### src/rtl/ps2_pkg.sv
// Shared PS/2 definitions: frame layout, scan-code constants, parity check.
package ps2_pkg;

    localparam int FRAME_BITS = 11;

    localparam logic [7:0] SC_BREAK = 8'hF0;
    localparam logic [7:0] SC_EXT   = 8'hE0;

    // Frame as it sits in the shift register once fully received (LSB = start).
    typedef struct packed {
        logic       stop;
        logic       parity;
        logic [7:0] data;
        logic       start;
    } ps2_frame_t;

    // Odd parity: data bits plus parity bit must contain an odd number of ones.
    function automatic logic odd_parity_ok(input logic [7:0] data, input logic parity);
        return ^{data, parity};
    endfunction

endpackage

### src/rtl/ps2_fifo.sv
// 8-bit first-word-fall-through sync FIFO; extra pointer MSB separates full from empty.
module ps2_fifo #(
    parameter int DEPTH = 8
) (
    input  logic       clk,
    input  logic       rst,
    input  logic       push,
    input  logic [7:0] wdata,
    input  logic       pop,
    output logic [7:0] rdata,
    output logic       full,
    output logic       empty
);
    localparam int AW = $clog2(DEPTH);

    logic [DEPTH-1:0][7:0] mem;
    logic [AW:0]           wptr, rptr;
    logic                  do_push, do_pop;

    assign empty = (wptr == rptr);
    assign full  = (wptr[AW] != rptr[AW]) && (wptr[AW-1:0] == rptr[AW-1:0]);

    // A pop in the same cycle frees the slot, so a push into a full FIFO is still taken.
    assign do_pop  = pop & ~empty;
    assign do_push = push & (~full | do_pop);

    // Empty head reads 0 so nothing stale leaks onto the output bus.
    assign rdata = empty ? 8'h00 : mem[rptr[AW-1:0]];

    // Pointer update; pointers wrap naturally modulo 2*DEPTH.
    always_ff @(posedge clk) begin
        if (rst) begin
            wptr <= '0;
            rptr <= '0;
        end else begin
            if (do_push) wptr <= wptr + 1'b1;
            if (do_pop)  rptr <= rptr + 1'b1;
        end
    end

    // Storage write; contents need no reset since the pointers gate visibility.
    always_ff @(posedge clk) begin
        if (do_push) mem[wptr[AW-1:0]] <= wdata;
    end

endmodule

### src/rtl/ps2_kbd_rx.sv
// PS/2 keyboard receiver: pin synchronisers, 11-bit deframer with timeout, FWFT byte FIFO.
module ps2_kbd_rx
    import ps2_pkg::*;
#(
    parameter int DEPTH   = 8,
    parameter int TIMEOUT = 50000
) (
    input  logic       clk,
    input  logic       rst,
    input  logic       ps2_clk,
    input  logic       ps2_data,
    input  logic       i_ready,
    output logic [7:0] o_data,
    output logic       o_valid,
    output logic       o_frame_err,
    output logic       o_overflow
);
    localparam int TW = $clog2(TIMEOUT + 1);

    logic [2:0]            clk_sync;
    logic [1:0]            dat_sync;
    logic                  fe;
    logic [FRAME_BITS-1:0] shreg;
    ps2_frame_t            frame_next;
    logic [3:0]            bit_cnt;
    logic [TW-1:0]         tcnt;
    logic                  last_bit, frame_good, timed_out;
    logic                  push, pop, full, empty;

    // Bring the pins into clk; idle bus is high, so reset loads ones.
    always_ff @(posedge clk) begin
        if (rst) begin
            clk_sync <= 3'b111;
            dat_sync <= 2'b11;
        end else begin
            clk_sync <= {clk_sync[1:0], ps2_clk};
            dat_sync <= {dat_sync[0], ps2_data};
        end
    end

    // Falling edge seen between stages 3 and 2; data stage 2 lines up with it.
    assign fe = clk_sync[2] & ~clk_sync[1];

    // Word as it will look after this edge's shift, used to judge the frame on its last bit.
    assign frame_next = ps2_frame_t'({dat_sync[1], shreg[FRAME_BITS-1:1]});
    assign last_bit   = fe && (bit_cnt == 4'(FRAME_BITS - 1));
    assign frame_good = ~frame_next.start & frame_next.stop &
                        odd_parity_ok(frame_next.data, frame_next.parity);
    assign timed_out  = (bit_cnt != 4'd0) && (tcnt == TW'(TIMEOUT));

    assign pop  = ~empty & i_ready;
    assign push = last_bit & frame_good;

    // Shift in one bit per falling edge, LSB first.
    always_ff @(posedge clk) begin
        if (rst)     shreg <= '0;
        else if (fe) shreg <= frame_next;
    end

    // Bit counter: 0 is idle, 1..10 mid-frame; wraps on the final edge or on timeout.
    always_ff @(posedge clk) begin
        if (rst)            bit_cnt <= 4'd0;
        else if (fe)        bit_cnt <= last_bit ? 4'd0 : bit_cnt + 4'd1;
        else if (timed_out) bit_cnt <= 4'd0;
    end

    // Inactivity counter: only runs mid-frame and restarts on every falling edge.
    always_ff @(posedge clk) begin
        if (rst)                                tcnt <= '0;
        else if (fe || bit_cnt == 4'd0)         tcnt <= '0;
        else if (timed_out)                     tcnt <= '0;
        else                                    tcnt <= tcnt + 1'b1;
    end

    // Error pulse one cycle after a bad frame; overflow latches until reset.
    always_ff @(posedge clk) begin
        if (rst) begin
            o_frame_err <= 1'b0;
            o_overflow  <= 1'b0;
        end else begin
            o_frame_err <= last_bit & ~frame_good;
            if (push && full && !pop) o_overflow <= 1'b1;
        end
    end

    ps2_fifo #(.DEPTH(DEPTH)) u_fifo (
        .clk   (clk),
        .rst   (rst),
        .push  (push),
        .wdata (frame_next.data),
        .pop   (pop),
        .rdata (o_data),
        .full  (full),
        .empty (empty)
    );

    assign o_valid = ~empty;

endmodule

### config.mk
export PLATFORM = sky130hd
export DESIGN_NAME = ps2_kbd_rx
export DESIGN_NICKNAME = d
export VERILOG_FILES = /design/src/rtl/ps2_pkg.sv /design/src/rtl/ps2_fifo.sv /design/src/rtl/ps2_kbd_rx.sv
export SDC_FILE = /design/constraint.sdc
export NUM_CORES = 1
export LEC_CHECK = 0
export ABC_AREA = 1
export BUFFER_PORTS_ARGS = -buffer_cell sky130_fd_sc_hd__buf_4
export CAP_MARGIN = 10
export CORE_MARGIN = 8
export CORE_UTILIZATION = 47
export DETAILED_ROUTE_END_ITERATION = 8
export PLACE_DENSITY_LB_ADDON = 0.25
export SYNTH_ARGS = -nofsm -noshare
export SYNTH_HDL_FRONTEND = slang
export SYNTH_HIERARCHICAL = 1
export SYNTH_SLANG_ARGS = --single-unit
### constraint.sdc
create_clock -name clk -period 6.5 [get_ports clk]
set_input_delay 1.3 -clock clk [delete_from_list [all_inputs] [get_ports clk]]
set_output_delay 1.3 -clock clk [all_outputs]
set_load 0.02 [all_outputs]
* Yosys cells after proc, flatten, opt, wreduce, memory -nomap -nowiden
Cells that the tools add are included.
Word-level totals: bits in registers 110, input bits 5, output and inout bits 11, logic and storage cells 65
Operators by class: $add $sub $neg 4, $lt $le $gt $ge 3, equal/unequal tests 5, muxes and demuxes 9, bitwise gates (word level) 14, reduce and logical (&&, ||, !) cells 13
Operators by type and width (count):
- $bwmux W64 | 1
- $bmux W8 S3 | 1
- $demux W8 S3 | 1
- $mux W8 | 3
- $add A16 B1 Y16 const B | 1
- $eq A16 B16 Y1 const B | 1
- $add A4 B1 Y4 const B | 3
- $mux W4 | 3
- $reduce_xor A9 Y1 | 1
- $and A1 B1 Y1 | 8
- $lt A3 B4 Y1 const B | 2
- $logic_and A1 B1 Y1 | 6
- $not A1 Y1 | 5
- $eq A4 B4 Y1 | 1
- $eq A4 B4 Y1 const B | 1
- $logic_not A4 Y1 | 1
- $reduce_bool A4 Y1 | 1
- $eq A3 B3 Y1 | 1
- $ge A3 B1 Y1 const B | 1
- $reduce_or A3 Y1 | 1
- $reduce_bool A2 Y1 | 1
- $logic_not A1 Y1 | 1
- $logic_or A1 B1 Y1 | 1
- $ne A1 B1 Y1 | 1
- $or A1 B1 Y1 | 1

* Longest topological paths before layout
word-level depth 6, depth in mapped cells 17, depth with buffers taken out 17

* By module
Netlist, hierarchy kept.
Modules (own cells, without submodules):
- ps2_fifo | times used 1, cells each 264, area each 3050.4 um^2, sequential area each 2082.0 um^2
- ps2_kbd_rx | times used 1, cells each 225, area each 1712.9 um^2, sequential area each 740.7 um^2

* Least setup slack after synthesis
No wires, ideal clock.
path kind input -> register, start point input port i_ready, end point register u_fifo/mem[0] (netlist bit), enable pin, setup time 0.370 ns, arrival time 2.509 ns, required time 6.130 ns, path slack 3.620 ns, stages 6, buffers on the path 0, path through inv_1 -> nor2_1 -> inv_1 -> nand4_4 -> nand3_1 -> nor2_1
On the way: longest elaborated chain between the ends 4
RTL lines:
- start, declared | line ps2_kbd_rx.sv:12 | input logic i_ready,
- $and A1 B1 Y1 | line ps2_kbd_rx.sv:51 | assign pop = ~empty & i_ready;
- via pop | line ps2_kbd_rx.sv:28 | logic push, pop, full, empty;
- $and A1 B1 Y1 | line ps2_fifo.sv:24 | assign do_pop = pop & ~empty;
- $or A1 B1 Y1 | line ps2_fifo.sv:25 | assign do_push = push & (~full | do_pop);
- $and A1 B1 Y1 | line ps2_fifo.sv:25
- end signal, assigned by index | line ps2_fifo.sv:43 | if (do_push) mem[wptr[AW-1:0]] <= wdata;
- end, declared | line ps2_fifo.sv:16 | logic [DEPTH-1:0][7:0] mem;
The timed path passes the listed nets, and every way through them passes these cells. A chain may end at the register's enable or synchronous reset.

* Worst setup path in the final report
start point register u_fifo.rptr[1], end point output port o_data[6]
On the way: longest elaborated chain between the ends 3, elaborated cells on any way between the ends 4, classes of those cells 1 x eq/ne; 3 x mux
RTL lines:
- start, declared | line ps2_fifo.sv:17 | logic [AW:0] wptr, rptr;
- start signal, assigned | line ps2_fifo.sv:37 | if (do_pop) rptr <= rptr + 1'b1;
- $bmux W8 S3 | line ps2_fifo.sv:28 | assign rdata = empty ? 8'h00 : mem[rptr[AW-1:0]];
- $mux W8 (not written as such) | line ps2_fifo.sv:28
- $mux W8 (*) | line ps2_fifo.sv:28
- end, declared | line ps2_kbd_rx.sv:13 | output logic [7:0] o_data,
Mark *: on every way between the ends. The rest lies on a longest branch, timed or not. The select of a mux whose other input is x is not followed.

==> summary.txt <==
Status
  • Outcome: completed

Synthesis
  • #FFs+latches synth: 109
  • Synthesized cell area: 4760 um2
  • Ys Warns: 6
  • Post-Syn Instances: 489
  • Synthesized Nets: 501
  • Cell taking the most area after synthesis: edfxtp_1
  • Synth Area per Inst: 9.74 um2
  • Top cell type's share of synthesized area: 0.403
  • Distinct cells, synth: 38
  • Area contributors post-synth: edfxtp_1, dfxtp_1, nor2_1
  • Register area share after synthesis: 0.593

Worst setup path
  • Crit-path slowest cell: dfxtp_1
  • Critical setup path kind: reg2out
  • Cell with the most instances on the worst path: nand2_1
  • Crit path max-delay family: flip-flops
  • CP max stage delay: 0.74 ns
  • Worst path cell trace: inv_2 -> nand2_1 -> nand2_1 -> nor2_4 -> nand3_4 -> o21ai_1 -> nor2_1 -> buf_4
  • RR Endpoint: u_fifo/mem[55]$_DFFE_PP_
  • Worst EP required: 5.20 ns
  • FF-to-FF path depth: 12
  • Arrival @ worst endpoint: 2.35 ns
  • Critical-path maximum fanout: 21
  • CP bufs+invs: 2
  • Beginning of the worst register-to-register path: u_fifo/rptr[0]$_SDFFE_PP0P_
  • CP endpoint kind: output port
  • Startpoint Class: register
  • Reg2reg setup slack: 3.14 ns

Routing
  • WL final: 9650 um
  • Initial DRC count: 319
  • Post-route ant nets: 0
  • TritonRoute pass-1 iters: 4
  • Drt drc: 0
  • Routed WL per cell: 15.1 um
  • Via count: 3323
  • Detailed-route vias per instance: 5.21

Layout
  • Fillers: 913
  • Nets: 512
  • Share of cells above drive strength 1: 0.119
  • Area grow syn2layout: 8.33%
  • Antenna diodes: 0
  • Register area: 2820 um2
  • Multi-input logic area: 1690 um2

Hold path
  • Hold WC Path Type: reg2reg
  • Hold Startpoint: clk_sync[0]$_SDFF_PP1_
  • Hold path endpoint: clk_sync[1]$_SDFF_PP1_
  • Hold depth: 1

Placement
  • Port Buffers: 15
  • Placer Congestion: 0.842
  • Post-DP HPWL: 6670 um
  • Dpl ws: 3.15 ns

Floorplanning
  • Starting Density: 0.485
  • Die W: 117 um
  • Die area: 13600 um2
  • Die Y-Extent: 117 um
  • Core area: 9820 um2
  • Row cnt: 36
  • Boundary Pins: 16

Timing
  • Count of final setup violators: 0
  • Fin. max-slew vios: 0
  • Setup Skew: 0.00962 ns
  • Setup ws final: 2.85 ns
  • Max Clk Rate: 0.274 GHz
  • RSZ-0062 raised after global routing: no
  • Rel. slew slack: 0.425
  • Least-Margin Pin Slew: 0.856 ns
  • Crit share post-route: 0.562
  • Total negative setup slack: 0 ns
  • Final min period: 3.65 ns
  • Final Hold Viols: 0

Flow run
  • Max-Cap Viols: 0

Pwr
  • Final total power: 1.17 mW
  • PD cells: 227 nW/um2
  • Pleak: 1.87 nW
  • Peak VDD IR: 0.135 mV

CTS
  • Clk Latency, worst-skew pair: 0.37 ns
  • CTS buffer count: 9
  • Clk root buf: clkbuf_8
  • Post-CTS Setup Bufs: 0
  • Htree depth: 3
  • CTS Hold Bufs: 0
  • CTS tree: yes
  • TritonCTS Sinks: 109
  • Clk slew on worst S/H paths: 0.10 ns
  • Post-CTS Resized: 0
  • CTS Buffer Depth: 2

GRT
  • Largest net degree at the start of global routing: 38
  • Number of global-route vias before repair: 3131
  • Initial antenna violation count: 0
  • Grt ovf: 0
  • All-Layer GR Usage: 0.153
  • First-pass GRT wire length: 15800 um
## per-stage QoR
step	util	area (um2)	cells	hold slack [ns]
after floorplan	-	4760	489	0.389
after global placement	0.506	4970	622	0.397
after detailed placement	0.506	4970	622	0.394
after CTS	0.525	5160	638	0.418
after global routing	0.525	5160	638	0.435
final	0.525	5160	638	0.416
## metal layers
metal  GRT usage  routed length (um)
met1       0.192                4460
met2       0.251                4490
met3      0.0440                 579
met4      0.0452                 121
met5           0                   0
## worst register-to-register path: stages (launching register included)
cell	delay, ns
dfxtp_1	0.31
buf_4	0.23
inv_2	0.42
nand2_1	0.10
nand2_1	0.12
nor2_4	0.06
nand3_4	0.14
inv_1	0.08
nor2_1	0.45
inv_1	0.15
nand4_4	0.17
nand3_1	0.18
nor2_1	0.58
## cell families (layout without fill, tap and decap cells)
| kind of cell | count (synthesis) | in the layout | synth area share |
|---|---|---|---|
| buffers and inverters | 61 | 77 | 0.0525 |
| AOI/OAI and AO/OA | 91 | 91 | 0.102 |
| xor gates and xnor gates | 16 | 16 | 0.0326 |
| and+or+nand+nor | 205 | 205 | 0.201 |
| DFF | 109 | 109 | 0.593 |
| adders and majority gates | 7 | 7 | 0.0184 |
## placed cells by master, fill, tap and decap left out, types with 2 or more instances in the layout
master / n
a21oi_1: 18
a21oi_2: 2
buf_4: 16
clkbuf_8: 9
clkinv_1: 2
dfxtp_1: 45
edfxtp_1: 64
ha_1: 7
inv_1: 39
inv_2: 5
nand2_1: 57
nand2_2: 5
nand3_1: 17
nand3_2: 3
nand3_4: 2
nand4_1: 6
nor2_1: 93
nor2_4: 2
nor3_1: 7
nor4_1: 2
o21ai_0: 48
o21ai_1: 5
o22ai_1: 16
o31ai_1: 2
or2_2: 5
xnor2_1: 5
xor2_1: 9
## cells in the mapped netlist
cell type	instances
nand4_4	1
nand3_1	17
o22ai_1	16
o31ai_1	2
xor2_1	9
nor4_2	1
nor2_4	2
xnor2_1	5
edfxtp_1	64
a21oi_2	2
inv_1	39
buf_2	2
nor4_1	2
nor3_1	7
nor2_1	93
or2_1	1
nand3_2	3
or2_2	5
clkinv_1	1
xor2_2	1
o21ai_1	5
buf_1	1
o21ai_0	48
a21oi_1	18
buf_4	3
nand4_2	1
nand3b_1	1
nand4_1	6
dfxtp_1	45
nand2_2	5
nand2_1	57
clkbuf_1	9
nor3_4	1
ha_1	7
nand3_4	2
inv_2	5
buf_6	1
xnor2_2	1
## area by class of cell
class,instances,share of cell area
flip-flops and latches,109,0.547
multi-input cells,319,0.328
inverters,45,0.0327
well taps,133,0.0323
clock buffers,10,0.0247
repair buffers,16,0.0233
clock inverters,6,0.0124
## power breakdown
| part | switching, mW | total, mW | internal (mW) |
|---|---|---|---|
| logic | 0.0179 | 0.0289 | 0.0109 |
| registers | 0.0110 | 0.744 | 0.733 |
| clock network | 0.219 | 0.398 | 0.178 |
## state kept, by name, summed over array words and instances (netlist names)
register	count
u_fifo/mem	64
tcnt	16
shreg	10
bit_cnt	4
u_fifo/rptr	4
u_fifo/wptr	4
clk_sync	3
dat_sync	2
o_frame_err	1
o_overflow	1
## worst max-delay path by stage
| stage | slack (ns) | to | depth (start not counted) | start |
|---|---|---|---|---|
| floorplan | 3.62 | u_fifo/mem[0]$_DFFE_PP_ | 6 | i_ready |
| global placement | 3.27 | u_fifo/mem[0]$_DFFE_PP_ | 7 | i_ready |
| detailed placement | 3.15 | u_fifo/mem[28]$_DFFE_PP_ | 12 | u_fifo/rptr[0]$_SDFFE_PP0P_ |
| CTS | 2.86 | o_data[6] | 8 | u_fifo/rptr[1]$_SDFFE_PP0P_ |
| global route | 2.67 | o_data[6] | 8 | u_fifo/rptr[1]$_SDFFE_PP0P_ |
| finish | 2.85 | o_data[6] | 8 | u_fifo/rptr[1]$_SDFFE_PP0P_ |
Power figures use the tool's default switching activity.
